[config.mk]
export PLATFORM = sky130hd
export DESIGN_NAME = spi_master_ctrl
export DESIGN_NICKNAME = d
export VERILOG_FILES = /design/src/rtl/spi_pkg.sv /design/src/rtl/spi_clk_gen.sv /design/src/rtl/spi_master_ctrl.sv
export SDC_FILE = /design/constraint.sdc
export NUM_CORES = 1
export LEC_CHECK = 0
export CORE_ASPECT_RATIO = 1.1
export CORE_UTILIZATION = 25
export CTS_CLUSTER_SIZE = 28
export DETAILED_ROUTE_END_ITERATION = 10
export PLACE_DENSITY_LB_ADDON = 0.25
export SYNTH_ARGS = -nofsm -noshare
export SYNTH_HDL_FRONTEND = slang
export SYNTH_HIERARCHICAL = 1
export SYNTH_SLANG_ARGS = --single-unit
[constraint.sdc]
create_clock -name clk -period 4.4 [get_ports clk]
set_clock_uncertainty 0.05 [all_clocks]
set_input_delay 0.88 -clock clk [delete_from_list [all_inputs] [get_ports clk]]
set_output_delay 0.88 -clock clk [all_outputs]
set_load 0.05 [all_outputs]
[src/rtl/spi_pkg.sv]
// Shared definitions for the SPI master controller: FSM encodings and mode helpers.
package spi_pkg;

  // One-hot controller states
  typedef enum logic [4:0] {
    ST_IDLE  = 5'b00001,
    ST_SETUP = 5'b00010,
    ST_XFER  = 5'b00100,
    ST_HOLD  = 5'b01000,
    ST_DONE  = 5'b10000
  } state_e;

  // SPI modes packed as {cpol, cpha}
  localparam logic [1:0] SPI_MODE0 = 2'b00;
  localparam logic [1:0] SPI_MODE1 = 2'b01;
  localparam logic [1:0] SPI_MODE2 = 2'b10;
  localparam logic [1:0] SPI_MODE3 = 2'b11;

  // Clock idle level of a packed mode
  function automatic logic mode_cpol(input logic [1:0] mode);
    return mode[1];
  endfunction

  // 1 when data is sampled on the trailing sclk edge
  function automatic logic mode_cpha(input logic [1:0] mode);
    logic cpha;
    case (mode)
      SPI_MODE0, SPI_MODE2: cpha = 1'b0;
      SPI_MODE1, SPI_MODE3: cpha = 1'b1;
      default:              cpha = mode[0];
    endcase
    return cpha;
  endfunction

endpackage

[src/rtl/spi_clk_gen.sv]
// SPI bit-clock generator: half-period down-counter with terminal-count toggle of sclk.
// While disabled the counter is preloaded with div and sclk parks at cpol, so the
// first edge after enable arrives exactly div+1 cycles later.
module spi_clk_gen #(
  parameter int DIV_WIDTH = 8
) (
  input  logic                 clk,
  input  logic                 rst,
  input  logic                 en,
  input  logic [DIV_WIDTH-1:0] div,
  input  logic                 cpol,
  output logic                 sclk,
  output logic                 edge_stb,
  output logic                 edge_lead
);

  logic [DIV_WIDTH-1:0] cnt_q, cnt_d;
  logic                 sclk_q, sclk_d;

  // Next-state for the half-period counter and sclk level
  always_comb begin
    cnt_d  = cnt_q;
    sclk_d = sclk_q;
    if (!en) begin
      cnt_d  = div;
      sclk_d = cpol;
    end else if (cnt_q == '0) begin
      cnt_d  = div;
      sclk_d = ~sclk_q;
    end else begin
      cnt_d = cnt_q - 1'b1;
    end
  end

  // Counter and sclk registers
  always_ff @(posedge clk or posedge rst) begin
    if (rst) begin
      cnt_q  <= '0;
      sclk_q <= 1'b0;
    end else begin
      cnt_q  <= cnt_d;
      sclk_q <= sclk_d;
    end
  end

  // The strobe marks the clk edge on which sclk toggles; a leading edge moves sclk away from idle
  assign edge_stb  = en && (cnt_q == '0);
  assign edge_lead = (sclk_q == cpol);
  assign sclk      = sclk_q;

endmodule

[src/rtl/spi_master_ctrl.sv]
// SPI master transaction sequencer: accepts one command, runs the SPI frame and
// returns the received word on a valid/ready response port.
//
// state    | meaning
// ---------+------------------------------------------------------------
// ST_IDLE  | cs_n high, sclk at latched cpol, cmd_ready high
// ST_SETUP | cs_n low, mosi = bit0, sclk = cpol, div+1 cycles
// ST_XFER  | 2*(len+1) sclk edges, one every div+1 cycles
// ST_HOLD  | sclk back at cpol, cs_n still low, div+1 cycles
// ST_DONE  | cs_n high, rsp_valid high until rsp_ready
module spi_master_ctrl
  import spi_pkg::*;
#(
  parameter int DLY        = 1,
  parameter int DATA_WIDTH = 32,
  parameter int LEN_WIDTH  = $clog2(DATA_WIDTH),
  parameter int DIV_WIDTH  = 8
) (
  input  logic                  clk,
  input  logic                  rst,
  input  logic                  cmd_valid,
  output logic                  cmd_ready,
  input  logic [LEN_WIDTH-1:0]  cmd_len,
  input  logic [DATA_WIDTH-1:0] cmd_data,
  input  logic                  cmd_cpol,
  input  logic                  cmd_cpha,
  input  logic [DIV_WIDTH-1:0]  cmd_div,
  output logic                  rsp_valid,
  input  logic                  rsp_ready,
  output logic [DATA_WIDTH-1:0] rsp_data,
  output logic                  busy,
  output logic                  spi_cs_n,
  output logic                  spi_sclk,
  output logic                  spi_mosi,
  input  logic                  spi_miso
);

  localparam logic [LEN_WIDTH-1:0] LEN_MAX = LEN_WIDTH'(DATA_WIDTH - 1);

  // DLY is kept so existing instantiations still elaborate; this RTL is zero-delay.
  logic dly_unused;
  assign dly_unused = (DLY != 0);

  state_e                state_q, state_d;
  logic [LEN_WIDTH-1:0]  len_q, len_d;
  logic [1:0]            mode_q, mode_d;
  logic [DIV_WIDTH-1:0]  div_q, div_d;
  logic [DIV_WIDTH-1:0]  tmr_q, tmr_d;
  logic [LEN_WIDTH:0]    bits_left_q, bits_left_d;
  logic [DATA_WIDTH-1:0] tx_sr_q, tx_sr_d;
  logic [DATA_WIDTH-1:0] rx_sr_q, rx_sr_d;
  logic [DATA_WIDTH-1:0] rsp_data_q, rsp_data_d;
  logic                  rsp_valid_q, rsp_valid_d;
  logic                  cmd_ready_q, cmd_ready_d;
  logic                  busy_q, busy_d;
  logic                  cs_n_q, cs_n_d;
  logic                  mosi_q, mosi_d;

  logic                  edge_stb;
  logic                  edge_lead;
  logic                  cpha;
  logic [LEN_WIDTH-1:0]  shamt;

  assign cpha  = mode_cpha(mode_q);
  assign shamt = LEN_MAX - len_q;

  // sclk sees the next-cycle cpol so it already sits at the new idle level during SETUP
  spi_clk_gen #(
    .DIV_WIDTH (DIV_WIDTH)
  ) u_clk_gen (
    .clk       (clk),
    .rst       (rst),
    .en        (state_q == ST_XFER),
    .div       (div_q),
    .cpol      (mode_cpol(mode_d)),
    .sclk      (spi_sclk),
    .edge_stb  (edge_stb),
    .edge_lead (edge_lead)
  );

  // Sequencer next-state and registered-output logic
  always_comb begin
    state_d     = state_q;
    len_d       = len_q;
    mode_d      = mode_q;
    div_d       = div_q;
    tmr_d       = tmr_q;
    bits_left_d = bits_left_q;
    tx_sr_d     = tx_sr_q;
    rx_sr_d     = rx_sr_q;
    rsp_data_d  = rsp_data_q;
    rsp_valid_d = rsp_valid_q;
    cs_n_d      = cs_n_q;
    mosi_d      = mosi_q;

    unique case (state_q)
      ST_IDLE: begin
        if (cmd_valid && cmd_ready_q) begin
          state_d     = ST_SETUP;
          len_d       = cmd_len;
          mode_d      = {cmd_cpol, cmd_cpha};
          div_d       = cmd_div;
          tmr_d       = cmd_div;
          bits_left_d = {1'b0, cmd_len};
          tx_sr_d     = cmd_data;
          rx_sr_d     = '0;
          mosi_d      = cmd_data[0];
          cs_n_d      = 1'b0;
        end
      end

      ST_SETUP: begin
        if (tmr_q == '0) begin
          state_d = ST_XFER;
        end else begin
          tmr_d = tmr_q - 1'b1;
        end
      end

      ST_XFER: begin
        if (edge_stb) begin
          if (edge_lead) begin
            if (!cpha) begin
              rx_sr_d = {spi_miso, rx_sr_q[DATA_WIDTH-1:1]};
            end else begin
              // The first leading edge re-drives bit0, so mosi is never ahead of the slave
              mosi_d  = tx_sr_q[0];
              tx_sr_d = tx_sr_q >> 1;
            end
          end else begin
            if (cpha) begin
              rx_sr_d = {spi_miso, rx_sr_q[DATA_WIDTH-1:1]};
            end
            if (bits_left_q == '0) begin
              state_d = ST_HOLD;
              tmr_d   = div_q;
            end else begin
              bits_left_d = bits_left_q - 1'b1;
              if (!cpha) begin
                mosi_d  = tx_sr_q[1];
                tx_sr_d = tx_sr_q >> 1;
              end
            end
          end
        end
      end

      ST_HOLD: begin
        if (tmr_q == '0) begin
          state_d     = ST_DONE;
          cs_n_d      = 1'b1;
          mosi_d      = 1'b0;
          rsp_valid_d = 1'b1;
          rsp_data_d  = rx_sr_q >> shamt;
        end else begin
          tmr_d = tmr_q - 1'b1;
        end
      end

      ST_DONE: begin
        if (rsp_ready) begin
          state_d     = ST_IDLE;
          rsp_valid_d = 1'b0;
        end
      end

      default: begin
        state_d     = ST_IDLE;
        cs_n_d      = 1'b1;
        rsp_valid_d = 1'b0;
      end
    endcase

    cmd_ready_d = (state_d == ST_IDLE);
    busy_d      = (state_d != ST_IDLE);
  end

  // Sequencer state and output registers; reset aborts any frame with no response
  always_ff @(posedge clk or posedge rst) begin
    if (rst) begin
      state_q     <= ST_IDLE;
      len_q       <= '0;
      mode_q      <= SPI_MODE0;
      div_q       <= '0;
      tmr_q       <= '0;
      bits_left_q <= '0;
      tx_sr_q     <= '0;
      rx_sr_q     <= '0;
      rsp_data_q  <= '0;
      rsp_valid_q <= 1'b0;
      cmd_ready_q <= 1'b1;
      busy_q      <= 1'b0;
      cs_n_q      <= 1'b1;
      mosi_q      <= 1'b0;
    end else begin
      state_q     <= state_d;
      len_q       <= len_d;
      mode_q      <= mode_d;
      div_q       <= div_d;
      tmr_q       <= tmr_d;
      bits_left_q <= bits_left_d;
      tx_sr_q     <= tx_sr_d;
      rx_sr_q     <= rx_sr_d;
      rsp_data_q  <= rsp_data_d;
      rsp_valid_q <= rsp_valid_d;
      cmd_ready_q <= cmd_ready_d;
      busy_q      <= busy_d;
      cs_n_q      <= cs_n_d;
      mosi_q      <= mosi_d;
    end
  end

  assign cmd_ready = cmd_ready_q;
  assign rsp_valid = rsp_valid_q;
  assign rsp_data  = rsp_data_q;
  assign busy      = busy_q;
  assign spi_cs_n  = cs_n_q;
  assign spi_mosi  = mosi_q;

endmodule
* Yosys cells after proc, flatten, opt, wreduce, memory -nomap -nowiden
Cells that the tools add are included.
** Storage, ports and cells
- Register bits :: 144
- Input port bits :: 52
- Output and inout bits :: 38
- Word-level logic and storage cells :: 125
** Operators by class
- Add/sub/neg operators :: 4
- Equality and inequality tests :: 25
- Shift operators :: 1
- Mux-type cells :: 52
- Bitwise logic cells :: 3
- Reductions and logical operators :: 23
** Operators with widths (count)
- $mux W32 :: 11
- $pmux W32 S2 :: 2
- $mux W8 :: 7
- $mux W5 :: 7
- $shr A32 B5 Y32 :: 1
- $pmux W5 S5 :: 1
- $mux W6 :: 4
- $pmux W8 S3 :: 1
- $ne A2 B2 Y1 const B :: 9
- $logic_not A8 Y1 :: 2
- $sub A8 B1 Y8 const B :: 2
- $ne A3 B3 Y1 const B :: 5
- $mux W1 :: 12
- $pmux W6 S2 :: 1
- $reduce_and A6 Y1 :: 2
- $eq A5 B1 Y1 const B :: 2
- $reduce_and A5 Y1 :: 2
- $pmux W1 S3 :: 3
- $reduce_and A7 Y1 :: 1
- $logic_not A6 Y1 :: 1
- $reduce_and A3 Y1 :: 2
- $reduce_bool A3 Y1 :: 2
- $reduce_or A2 Y1 :: 3
- $reduce_or A3 Y1 :: 2
- 17 further kinds :: 23

* Logic depth before layout (Yosys ltp)
Gate-level depths: netlist of the first run.
- Depth after elaboration :: 8
- Depth in mapped cells :: 12

* Cells and area by module
The synthesis of the first run kept the hierarchy.
** Modules (own cells, without submodules)
- spi_master_ctrl :: instances 1, cells an instance 724, area each 7488.4 um2, sequential area each 3382.0 um2
- spi_clk_gen :: instances 1, cells an instance 55, area each 509.2 um2, sequential area each 225.2 um2

* Least setup slack after synthesis of the first run
OpenSTA, ideal clock, no wires.
- Path kind :: reg-to-reg
- From :: register state_q[0]
- To :: register tx_sr_q[10]
- Setup time :: 125 ps
- Arrival time :: 3276 ps
- Required time :: 4225 ps
- Path slack :: 949 ps
- Cell stages (with the launch flop) :: 13
- Buffers on the path :: 3
- Period minus slack after synthesis :: 3451 ps
- Cell sequence :: dfstp_2 > nor3b_1 > and4_1 > buf_2 > buf_2 > mux2_2 > xnor2_1 > nor2_1 > o21ai_0 > a21boi_0 > a21oi_2 > buf_4 > mux2_2
** Between the ends
- Cells in the longest elaborated chain, start to end :: 6
- Elaborated cells between the ends (all ways) :: 15
** Ends and longest elaborated chain
- from (decl) :: line spi_master_ctrl.sv:44 : state_e state_q, state_d;
- from (signal assigned) :: line spi_master_ctrl.sv:196 : state_q <= state_d;
- $eq A5 B1 Y1 * :: line spi_master_ctrl.sv:96 : unique case (state_q)
- $mux W2 * :: line spi_master_ctrl.sv:96
- net mode_d[1] :: line spi_master_ctrl.sv:46 : logic [1:0] mode_q, mode_d;
- $eq A1 B1 Y1 * :: line spi_clk_gen.sv:48 : assign edge_lead = (sclk_q == cpol);
- net edge_lead :: line spi_master_ctrl.sv:60 : logic edge_lead;
- $mux W32 :: line spi_master_ctrl.sv:122 : if (edge_lead) begin
- $mux W32 :: line spi_master_ctrl.sv:121 : if (edge_stb) begin
- $pmux W32 S2 :: line spi_master_ctrl.sv:96
- to (signal assigned) :: line spi_master_ctrl.sv:202 : tx_sr_q <= tx_sr_d;
- to (decl) :: line spi_master_ctrl.sv:50 : logic [DATA_WIDTH-1:0] tx_sr_q, tx_sr_d;
The timed path passes the listed nets; every way through them passes the cells marked *. The select of a mux whose other input is x is not followed.
A chain may end at the register's enable or synchronous reset.

* Worst setup path in the final report of the first run
- From :: register state_q[0]
- To :: register tmr_q[1]
** Between the ends
- Cells in the longest elaborated chain, start to end :: 5
- Elaborated cells between the ends (all ways) :: 16
** Ends and longest elaborated chain
- $eq A5 B1 Y1 :: line spi_master_ctrl.sv:96
- $mux W2 :: line spi_master_ctrl.sv:96
- net mode_d[1] :: line spi_master_ctrl.sv:46
- $eq A1 B1 Y1 :: line spi_clk_gen.sv:48
- net edge_lead :: line spi_master_ctrl.sv:60
- $ne A2 B2 Y1 (no line)
- $reduce_and A6 Y1 (no line)
- to (signal assigned) :: line spi_master_ctrl.sv:200 : tmr_q <= tmr_d;
- to (decl) :: line spi_master_ctrl.sv:48 : logic [DIV_WIDTH-1:0] tmr_q, tmr_d;
The timed path passes the listed nets, and every way through them passes these cells.

==> results.yml, run 1 <==
routing:
  drtIter0Drc: 436
  routed_wl_microns: 21800
  firstDrtPassIters: 5
  via_per_inst: 4.86
  wl_per_cell_microns: 17.0
  drc: 0
  vias: 6231
  drtAntennaViolNets: 0
finish:
  nets: 906
  fill_cells: 3243
  diodes: 0
  layout_commonest_cell: "nand2_1"
  synthToLayoutAreaGrowth_pct: 24.2
  layout_common_cells: "nand2_1, dfrtp_1, clkdlybuf4s50_1"
  drive_gt1_frac: 0.168
setup_path:
  r2r-start: "state_q[0]$_DFF_PP1_"
  startpoint: "state_q[0]$_DFF_PP1_"
  crit_cells: 10
  max_stage_delay_ns: 0.58
  r2r.worst_path.cells: 10
  arrival_ns: 3.73
  cp_max_fo: 8
  rr_endpoint: "tmr_q[1]$_DFFE_PP0P_"
  cp-end-kind: "flop"
  crit_required_ns: 4.65
  crit_chain: "nor3b_1 > and4_1 > mux2_2 > xnor2_1 > buf_4 > nand2b_1 > nor3_1 > o21ai_2 > or2_1 > mux2i_1"
  critPathSlowestCell: "dfstp_2"
  ff2ff_setup_slack_ns: 0.92
  critical_path_buf_inv_count: 1
  cpLargestDelayFamily: "simple AND/OR/NAND/NOR gates"
  startpoint_type: "flop"
  critPathKind: "flop to flop"
clock_network:
  htreeDepth: 4
  ctsHoldBuffers: 0
  tritoncts.num_buffers: 17
  cts-root-buf: "clkbuf_16"
  cts-resized-gates: 0
  insertion_delay_ns: 0.42
  clock-sinks: 144
  cts_tree: "yes"
  clk_pin_slew_ns: 0.07
  cts_setup_buffers: 0
  cts_buffer_depth: 2
synth:
  synthCells: 779
  ys_dominant_reg_cell: "dfrtp_1"
  ys_ff_latch: 144
  synthAdderAreaFrac: 0.00626
  yosys-top-cells-area: "dfrtp_1, nand2_1, mux2_2"
  syn_area_sq_um: 8000
  syn_nets: 835
  synthSimpleGateAreaFrac: 0.149
  synth-compound-area-share: 0.163
  synth_top_cell_by_area: "dfrtp_1"
  synthMuxAreaShare: 0.176
  synth_top_area_frac: 0.441
  synthArstFlopShare: 1.00
  yosysWarnings: 6
  yosysSeqAreaShare: 0.451
  synth-edff-count: 0
  ys_types: 71
  synth_xor_area_frac: 0.0110
  avgSynthCellArea_sq_um: 10.3
  synth_top_family_by_area: "multiplexers"
placement:
  place_congestion: 0.813
  io_buffers: 89
  hpwlAfterDp_microns: 15300
grt:
  grtUsageTotal: 0.138
  grt_pass1_wl_microns: 36000
  grt_max_degree: 75
  grt_pass1_vias: 6434
  grt_overflow: 0
  grt_antenna_before_repair: 0
sta:
  min_period_ns: 3.48
  hold_violations: 0
  period_share: 0.792
  worst_slew_pin_slew_ns: 1.08
  setup_viol_count_final: 0
  setup_tns_ns: 0
  maxSlewViolCount: 0
  slew_headroom: 0.279
  rsz0062_at_grt: "false"
  fmax_ghz: 0.287
min_path:
  hp-start: "rsp_data[26]$_DFFE_PP0P_"
  hold_depth: 2
  hp-class: "flop to flop"
  whs_endpoint: "rsp_data[26]$_DFFE_PP0P_"
pwr:
  leakage_nw: 4.19
  p_switching_mw: 2.00
  comb_power_share: 0.331
  clock_power_share: 0.285
  power_density_nw_per_um2: 555
  internal-power_mw: 3.51
  peakVddDrop_v: 0.000271
  p_sw_frac: 0.363
  pwr-share-seq: 0.384
  total_power_mw: 5.51
job:
  maxCapViolations: 0
floorplanning:
  std_cell_rows: 68
  fp.dieW_microns: 173
  io_pins: 90
  die_y_microns: 190
  die_area_sq_um: 32700
  core-area_sq_um: 31400
  initial_core_util: 0.255
status:
  status: "finished, final reports clean"
[metal layers]
layer	global-route usage	vias to the layer above	wire (microns)
li1	-	2964	-
met1	0.187	3097	10200
met2	0.223	138	10400
met3	0.0274	32	860
met4	0.0409	0	341
met5	0	-	0
[final cells by class]
type                       instances  area (sq um)  area share
tap                              420           526      0.0529
clock buffer                      18           429      0.0432
multi-input combinational        563          4060       0.409
clock inverter                    14           203      0.0204
sequential                       144          3610       0.363
timing repair buffer             104          1030       0.104
inverter                          20          78.8     0.00794
[power groups by stage]
| stage | sequential (mW) | combinational, mW | clock (mW) |
|---|---|---|---|
| floorplan | 1.99 | 1.53 | 0 |
| global placement | 2.14 | 1.81 | 0 |
| detailed placement | 2.14 | 1.83 | 0 |
| CTS | 2.12 | 1.84 | 1.62 |
| global route | 2.19 | 2.01 | 1.66 |
| finish | 2.12 | 1.82 | 1.57 |
[sequential cells by signal (all words and copies together) (netlist names), 2 cells and up]
name             count
tmr_q                8
rx_sr_q             32
u_clk_gen/cnt_q      8
tx_sr_q             32
state_q              5
len_q                5
div_q                8
bits_left_q          6
mode_q               2
rsp_data            32
[synthesized netlist by cell type, types with 9 or more instances]
master,instances
nand2_1,168
o31ai_1,12
a21oi_1,23
o21ai_0,35
nand3_1,10
buf_2,11
mux2i_1,19
mux4_2,26
a22o_1,38
inv_1,18
nor3_1,9
mux2_2,54
dfrtp_1,141
nor2_1,51
a221oi_1,9
clkbuf_1,26
[how the worst max path moves through the flow]
stage | end | slack (ns)
floorplan | tx_sr_q[10]$_DFFE_PP0P_ | 0.95
finish | tmr_q[1]$_DFFE_PP0P_ | 0.92
detailed placement | tx_sr_q[29]$_DFFE_PP0P_ | 0.57
global placement | tmr_q[1]$_DFFE_PP0P_ | 0.58
global route | tx_sr_q[23]$_DFFE_PP0P_ | 0.69
CTS | tx_sr_q[29]$_DFFE_PP0P_ | 0.93
[through the flow]
step | setup slack (ns) | util | hold slack (ns) | cell area [sq um] | cells
2_1_floorplan | 0.949 | - | 0.400 | 8000 | 779
3_3_place_gp | 0.579 | 0.296 | 0.415 | 9300 | 1251
3_5_place_dp | 0.569 | 0.296 | 0.420 | 9300 | 1251
4_1_cts | 0.928 | 0.316 | 0.435 | 9930 | 1283
5_1_grt | 0.695 | 0.316 | 0.462 | 9930 | 1283
6_report | 0.916 | 0.316 | 0.431 | 9930 | 1283
[worst register-to-register path, stage by stage, from the launching register on]
cell,delay (ns)
dfstp_2,0.58
nor3b_1,0.38
and4_1,0.31
mux2_2,0.38
xnor2_1,0.13
buf_4,0.16
nand2b_1,0.15
nor3_1,0.45
o21ai_2,0.23
or2_1,0.39
mux2i_1,0.16
[logic make-up (layout without fill, tap and decap cells)]
| group | count (synthesis) | count (layout) |
|---|---|---|
| buffers and inverters | 72 | 156 |
| and+or+nand+nor | 272 | 272 |
| DFF | 144 | 144 |
| adders and majority gates | 4 | 4 |
| xor gates and xnor gates | 10 | 10 |
| AOI/OAI and AO/OA | 177 | 177 |
| muxes | 100 | 100 |
No activity file was read; power rests on OpenSTA's default activity.
==> run 2, diff against run 1 <==
==> constraint.sdc (replaced) <==
create_clock -name clk -period 2.8 [get_ports clk]
set_clock_uncertainty 0.05 [all_clocks]
set_input_delay 0.56 -clock clk [delete_from_list [all_inputs] [get_ports clk]]
set_output_delay 0.56 -clock clk [all_outputs]
set_load 0.05 [all_outputs]
==> run 2 against run 1 <==
  * Sequential power grew 48%
  * Routed wire length fell by 2.2%
  * Power rose by 70%
  * Clock-buffer cell count up 6
  * Critical endpoint is now tx_sr_q[4]$_DFFE_PP0P_
  * Sequential share of layout area fell by 1.7 points
  * Non-clock buffer count grew 27
  * Sequential cell count unchanged
  * Clock power increased by 66%
  * Critical path depth unchanged
  * Combinational power grew 99%
  * Final area rose by 4.9%
  * Die area stayed put
==> results.yml, run 2 (synthesis gave the netlist of run 1 again) <==
floorplanning:
  die_y_microns: 190
  die_area_sq_um: 32700
  io_pins: 90
  fp.dieW_microns: 173
  std_cell_rows: 68
  core-area_sq_um: 31400
  initial_core_util: 0.255
placement:
  placed_cell_area_sq_um: 9710
  hpwlAfterDp_microns: 15400
  io_buffers: 89
  place_congestion: 0.834
setup_path:
  crit_chain: "nor3b_4 > and4_4 > mux2_4 > xnor2_4 > nor2_1 > o21ai_1 > a21boi_2 > a21oi_4 > buf_12 > mux2_4"
  r2r-start: "state_q[0]$_DFF_PP1_"
  crit_required_ns: 3.06
  startpoint_type: "flop"
  arrival_ns: 2.98
  cp_max_fo: 15
  rr_endpoint: "tx_sr_q[4]$_DFFE_PP0P_"
  critPathSlowestCell: "dfstp_2"
  r2r.worst_path.cells: 10
  ff2ff_setup_slack_ns: 0.08
  critPathKind: "flop to flop"
  cp-end-kind: "flop"
  cp_common_cell: "mux2_4"
  max_stage_delay_ns: 0.53
clock_network:
  clock-sinks: 144
  cts_buffer_depth: 2
  cts_tree: "yes"
  clk_pin_slew_ns: 0.06
  tritoncts.num_buffers: 17
  htreeDepth: 4
  insertion_delay_ns: 0.44
  ctsHoldBuffers: 0
  cts-root-buf: "clkbuf_16"
finish:
  layout_common_cells: "nand2_1, dfrtp_1, clkdlybuf4s50_1"
  fill_cells: 3175
  synthToLayoutAreaGrowth_pct: 30.3
  diodes: 0
  fin_area_sq_um: 10400
  layout_commonest_cell: "nand2_1"
  drive_gt1_frac: 0.199
  nets: 933
pwr:
  power_density_nw_per_um2: 899
  peakVddDrop_v: 0.000415
  total_power_mw: 9.36
  leakage_nw: 4.54
grt:
  grtUsageTotal: 0.135
  grt_pass1_wl_microns: 34800
  grt-busiest-layer: "met2"
  grtUsageMet3: 0.0270
  met1_usage: 0.185
  grt_antenna_before_repair: 0
  grt_pass1_vias: 6172
  grt_overflow: 0
  met2_usage: 0.212
  grt_max_degree: 57
sta:
  setup_viol_count_final: 0
  rsz0062_at_grt: "true"
  maxSlewViolCount: 0
  hold_violations: 0
  min_period_ns: 2.72
  period_share: 0.970
  setup_tns_ns: 0
  slew_headroom: 0.637
  fmax_ghz: 0.368
  timing.hold.ws_ns: 0.417
  worst_slew_pin_slew_ns: 0.543
job:
  maxCapViolations: 0
routing:
  drtAntennaViolNets: 0
  drtIter0Drc: 384
  via_per_inst: 4.79
  drc: 0
  vias: 6280
  firstDrtPassIters: 5
  wl_per_cell_microns: 16.3
  routed_wl_microns: 21300
status:
  status: "finished, final reports clean"
min_path:
  hp-class: "primary input to async pin"
-- run 2: power breakdown --
part	internal [mW]	switching [mW]
Clock	1.71	0.899
Combinational	1.78	1.85
Sequential	2.67	0.457
-- run 2: area by class of cell --
class | instances | area, sq um | area share
Inverter | 20 | 78.8 | 0.00757
Clock buffer | 24 | 502 | 0.0482
Tap cell | 420 | 526 | 0.0504
Timing Repair Buffer | 131 | 1310 | 0.126
Clock inverter | 8 | 175 | 0.0168
Multi-Input combinational cell | 563 | 4220 | 0.405
Sequential cell | 144 | 3610 | 0.346
-- run 2: routing by layer --
metal  part of all wire  routed length [microns]  vias to the layer above
met2               0.47                    10100                      105
met4              0.011                      233                        0
met3              0.029                      628                       18
met5                  0                        0                        -
met1               0.48                    10300                     3128
li1                   -                        -                     3029
-- run 2: per-stage QoR --
stage               setup WS [ns]  std cells  utilization
finish                     0.0827       1310        0.332
CTS                        0.0443       1308        0.331
global route              -0.0425       1310        0.332
detailed placement         -0.331       1276        0.309
floorplan                  -0.140        779            -
global placement           -0.320       1276        0.309
-- run 2: worst max-delay path by stage --
| stage | startpoint | end | slack, ns | cells after the start |
|---|---|---|---|---|
| 3_5_place_dp | cmd_valid | tx_sr_q[23]$_DFFE_PP0P_ | -0.33 | 10 |
| 6_report | state_q[0]$_DFF_PP1_ | tx_sr_q[4]$_DFFE_PP0P_ | 0.08 | 10 |
| 5_1_grt | state_q[0]$_DFF_PP1_ | tx_sr_q[3]$_DFFE_PP0P_ | -0.04 | 10 |
| 2_1_floorplan | state_q[0]$_DFF_PP1_ | tx_sr_q[10]$_DFFE_PP0P_ | -0.14 | 12 |
| 3_3_place_gp | cmd_valid | tx_sr_q[5]$_DFFE_PP0P_ | -0.32 | 10 |
| 4_1_cts | state_q[0]$_DFF_PP1_ | tmr_q[0]$_DFFE_PP0P_ | 0.04 | 10 |
-- run 2: worst max-delay path: cells and delay by family (launching register included) --
family                    cells  cell delay [ns]
muxes                         2             0.65
xor gates and xnor gates      1             0.18
buffers and inverters         1             0.21
and+or+nand+nor               3             0.52
AOI/OAI and AO/OA             3             0.45
DFF                           1             0.53
-- run 2: repair_timing --
action / in CTS / in global routing
endpoints found under the hold margin: 0 / 0
pin swaps: 0 / 1
setup buffers: 0 / 2
resized for setup: 1 / 5
setup endpoints to repair: 29 / 73
==> run 3, diff against run 2 <==
--- a/config.mk
+++ b/config.mk
@@ -6,7 +6,7 @@
 export NUM_CORES = 1
 export LEC_CHECK = 0
 export CORE_ASPECT_RATIO = 1.1
-export CORE_UTILIZATION = 25
+export CORE_UTILIZATION = 35
 export CTS_CLUSTER_SIZE = 28
 export DETAILED_ROUTE_END_ITERATION = 10
 export PLACE_DENSITY_LB_ADDON = 0.25
==> run 3 against run 2 <==
  * Final area shrank 1.8%
  * Non-clock buffer count grew 3
  * Critical path depth grew 1
  * Highest routed layer unchanged
  * Worst setup slack lost 0.026 ns
  * First-iteration DRC count grew 35%
  * Clock-buffer cell count shrank 6
  * Combinational power is essentially flat
  * Power shrank 3.1%
  * Clock power shrank 12%
==> results.yml, run 3 (synthesis gave the netlist of run 1 again) <==
placement:
  io_buffers: 89
  hpwlAfterDp_microns: 13800
  place_congestion: 0.877
  dp_worst_setup_slack_ns: -0.335
clock_network:
  clk_pin_slew_ns: 0.07
  insertion_delay_ns: 0.43
  cts-root-buf: "clkbuf_16"
  tritoncts.num_buffers: 17
  htreeDepth: 4
  cts_tree: "yes"
  clock-sinks: 144
  cts_buffer_depth: 2
  ctsHoldBuffers: 0
floorplanning:
  die_y_microns: 161
  die_area_sq_um: 23500
  std_cell_rows: 57
  core-area_sq_um: 22300
  initial_core_util: 0.359
  fp.dieW_microns: 146
  io_pins: 90
grt:
  grtUsageTotal: 0.175
  grt_overflow: 0
  grt_antenna_before_repair: 0
  grt_pass1_wl_microns: 32800
  grt_max_degree: 101
  grt_pass1_vias: 6155
setup_path:
  r2r-start: "state_q[0]$_DFF_PP1_"
  crit_path_end: "tx_sr_q[18]$_DFFE_PP0P_"
  critPathKind: "flop to flop"
  crit_required_ns: 3.06
  cp_max_fo: 11
  startpoint_type: "flop"
  startpoint: "state_q[0]$_DFF_PP1_"
  ff2ff_setup_slack_ns: 0.06
  rr_endpoint: "tx_sr_q[18]$_DFFE_PP0P_"
  arrival_ns: 3.00
  cp-end-kind: "flop"
  r2r.worst_path.cells: 11
pwr:
  total_power_mw: 9.07
  power_density_nw_per_um2: 887
  leakage_nw: 4.52
  peakVddDrop_v: 0.000347
sta:
  slew_headroom: 0.642
  hold_violations: 0
  layout_setup_ws_ns: 0.0568
  fmax_ghz: 0.365
  period_share: 0.980
  min_period_ns: 2.74
  rsz0062_at_grt: "true"
  maxSlewViolCount: 0
  setup_viol_count_final: 0
  worst_slew_pin_slew_ns: 0.535
routing:
  wl_per_cell_microns: 16.7
  via_per_inst: 5.34
  routed_wl_microns: 19900
  drtAntennaViolNets: 0
  vias: 6341
  firstDrtPassIters: 5
  drtIter0Drc: 517
  drc: 0
finish:
  layout_common_cells: "nand2_1, dfrtp_1, clkdlybuf4s50_1"
  synthToLayoutAreaGrowth_pct: 28.0
  layout_commonest_cell: "nand2_1"
  drive_gt1_frac: 0.204
  nets: 936
  diodes: 0
status:
  status: "finished, final reports clean"
job:
  maxCapViolations: 0
min_path:
  hp-class: "primary input to async pin"
[run 3: cell count changes in the layout (fill, tap and decap cells not counted), sizes merged]
cell	delta
clkbuf	-5
bufinv	-3
clkinvlp	+3
buf	+2
clkinv	+2
inv	+4
[run 3: critical path: stages (launching register included)]
cell	delay, ns
dfstp_2	0.53
nor3b_4	0.19
and4_4	0.26
mux2_4	0.34
xnor2_4	0.15
nor2_1	0.10
o21ai_1	0.08
a21boi_2	0.22
a21oi_4	0.09
buf_12	0.15
buf_12	0.14
mux2_4	0.30
[run 3: how the worst min path moves through the flow]
stage	slack, ns	from	to
6_report	0.43	rst	u_clk_gen/cnt_q[3]$_DFF_PP0_
5_1_grt	0.45	rsp_data[7]$_DFFE_PP0P_	rsp_data[7]$_DFFE_PP0P_
4_1_cts	0.43	rst	u_clk_gen/cnt_q[3]$_DFF_PP0_
3_5_place_dp	0.42	bits_left_q[1]$_DFFE_PP0P_	bits_left_q[1]$_DFFE_PP0P_
3_3_place_gp	0.41	rsp_data[25]$_DFFE_PP0P_	rsp_data[25]$_DFFE_PP0P_
2_1_floorplan	0.34	rst	u_clk_gen/cnt_q[0]$_DFF_PP0_
[run 3: layer usage]
| layer | vias up | GRT usage | routed length (microns) |
|---|---|---|---|
| li1 | 3034 | - | - |
| met1 | 3116 | 0.253 | 9690 |
| met2 | 165 | 0.260 | 8980 |
| met3 | 26 | 0.0355 | 832 |
| met4 | 0 | 0.0625 | 356 |
| met5 | - | 0 | 0 |
[run 3: stage by stage]
step	instance area [sq um]	util	setup TNS [ns]	std cells	hold WS, ns
floorplan	8180	-	-6.02	779	0.338
global placement	9540	0.429	-14.52	1150	0.406
detailed placement	9540	0.429	-16.75	1150	0.423
CTS	10100	0.456	0	1182	0.428
global route	10200	0.460	-0.851	1188	0.454
finish	10200	0.460	0	1188	0.426
[run 3: timing repair]
item	4_1_cts	5_1_grt
gates resized for setup	3	3
cloned	0	2
pin swaps	0	4
endpoints found under the setup margin	27	39
setup buffers	0	4
[run 3: power breakdown]
group	internal, mW	leakage (nW)	total (mW)	switching (mW)
combinational	1.81	2.39	3.65	1.84
clock	1.35	0.280	2.29	0.943
sequential	2.67	1.85	3.13	0.464
[run 3: area by class of cell]
class                           count  area (sq um)
Fill cell                        2064         12000
Multi-Input combinational cell    563          4210
Sequential cell                   144          3610
Timing Repair Buffer              134          1370
Clock buffer                       18           439
Tap cell                          295           369
Clock inverter                     14           156
Inverter                           20          78.8
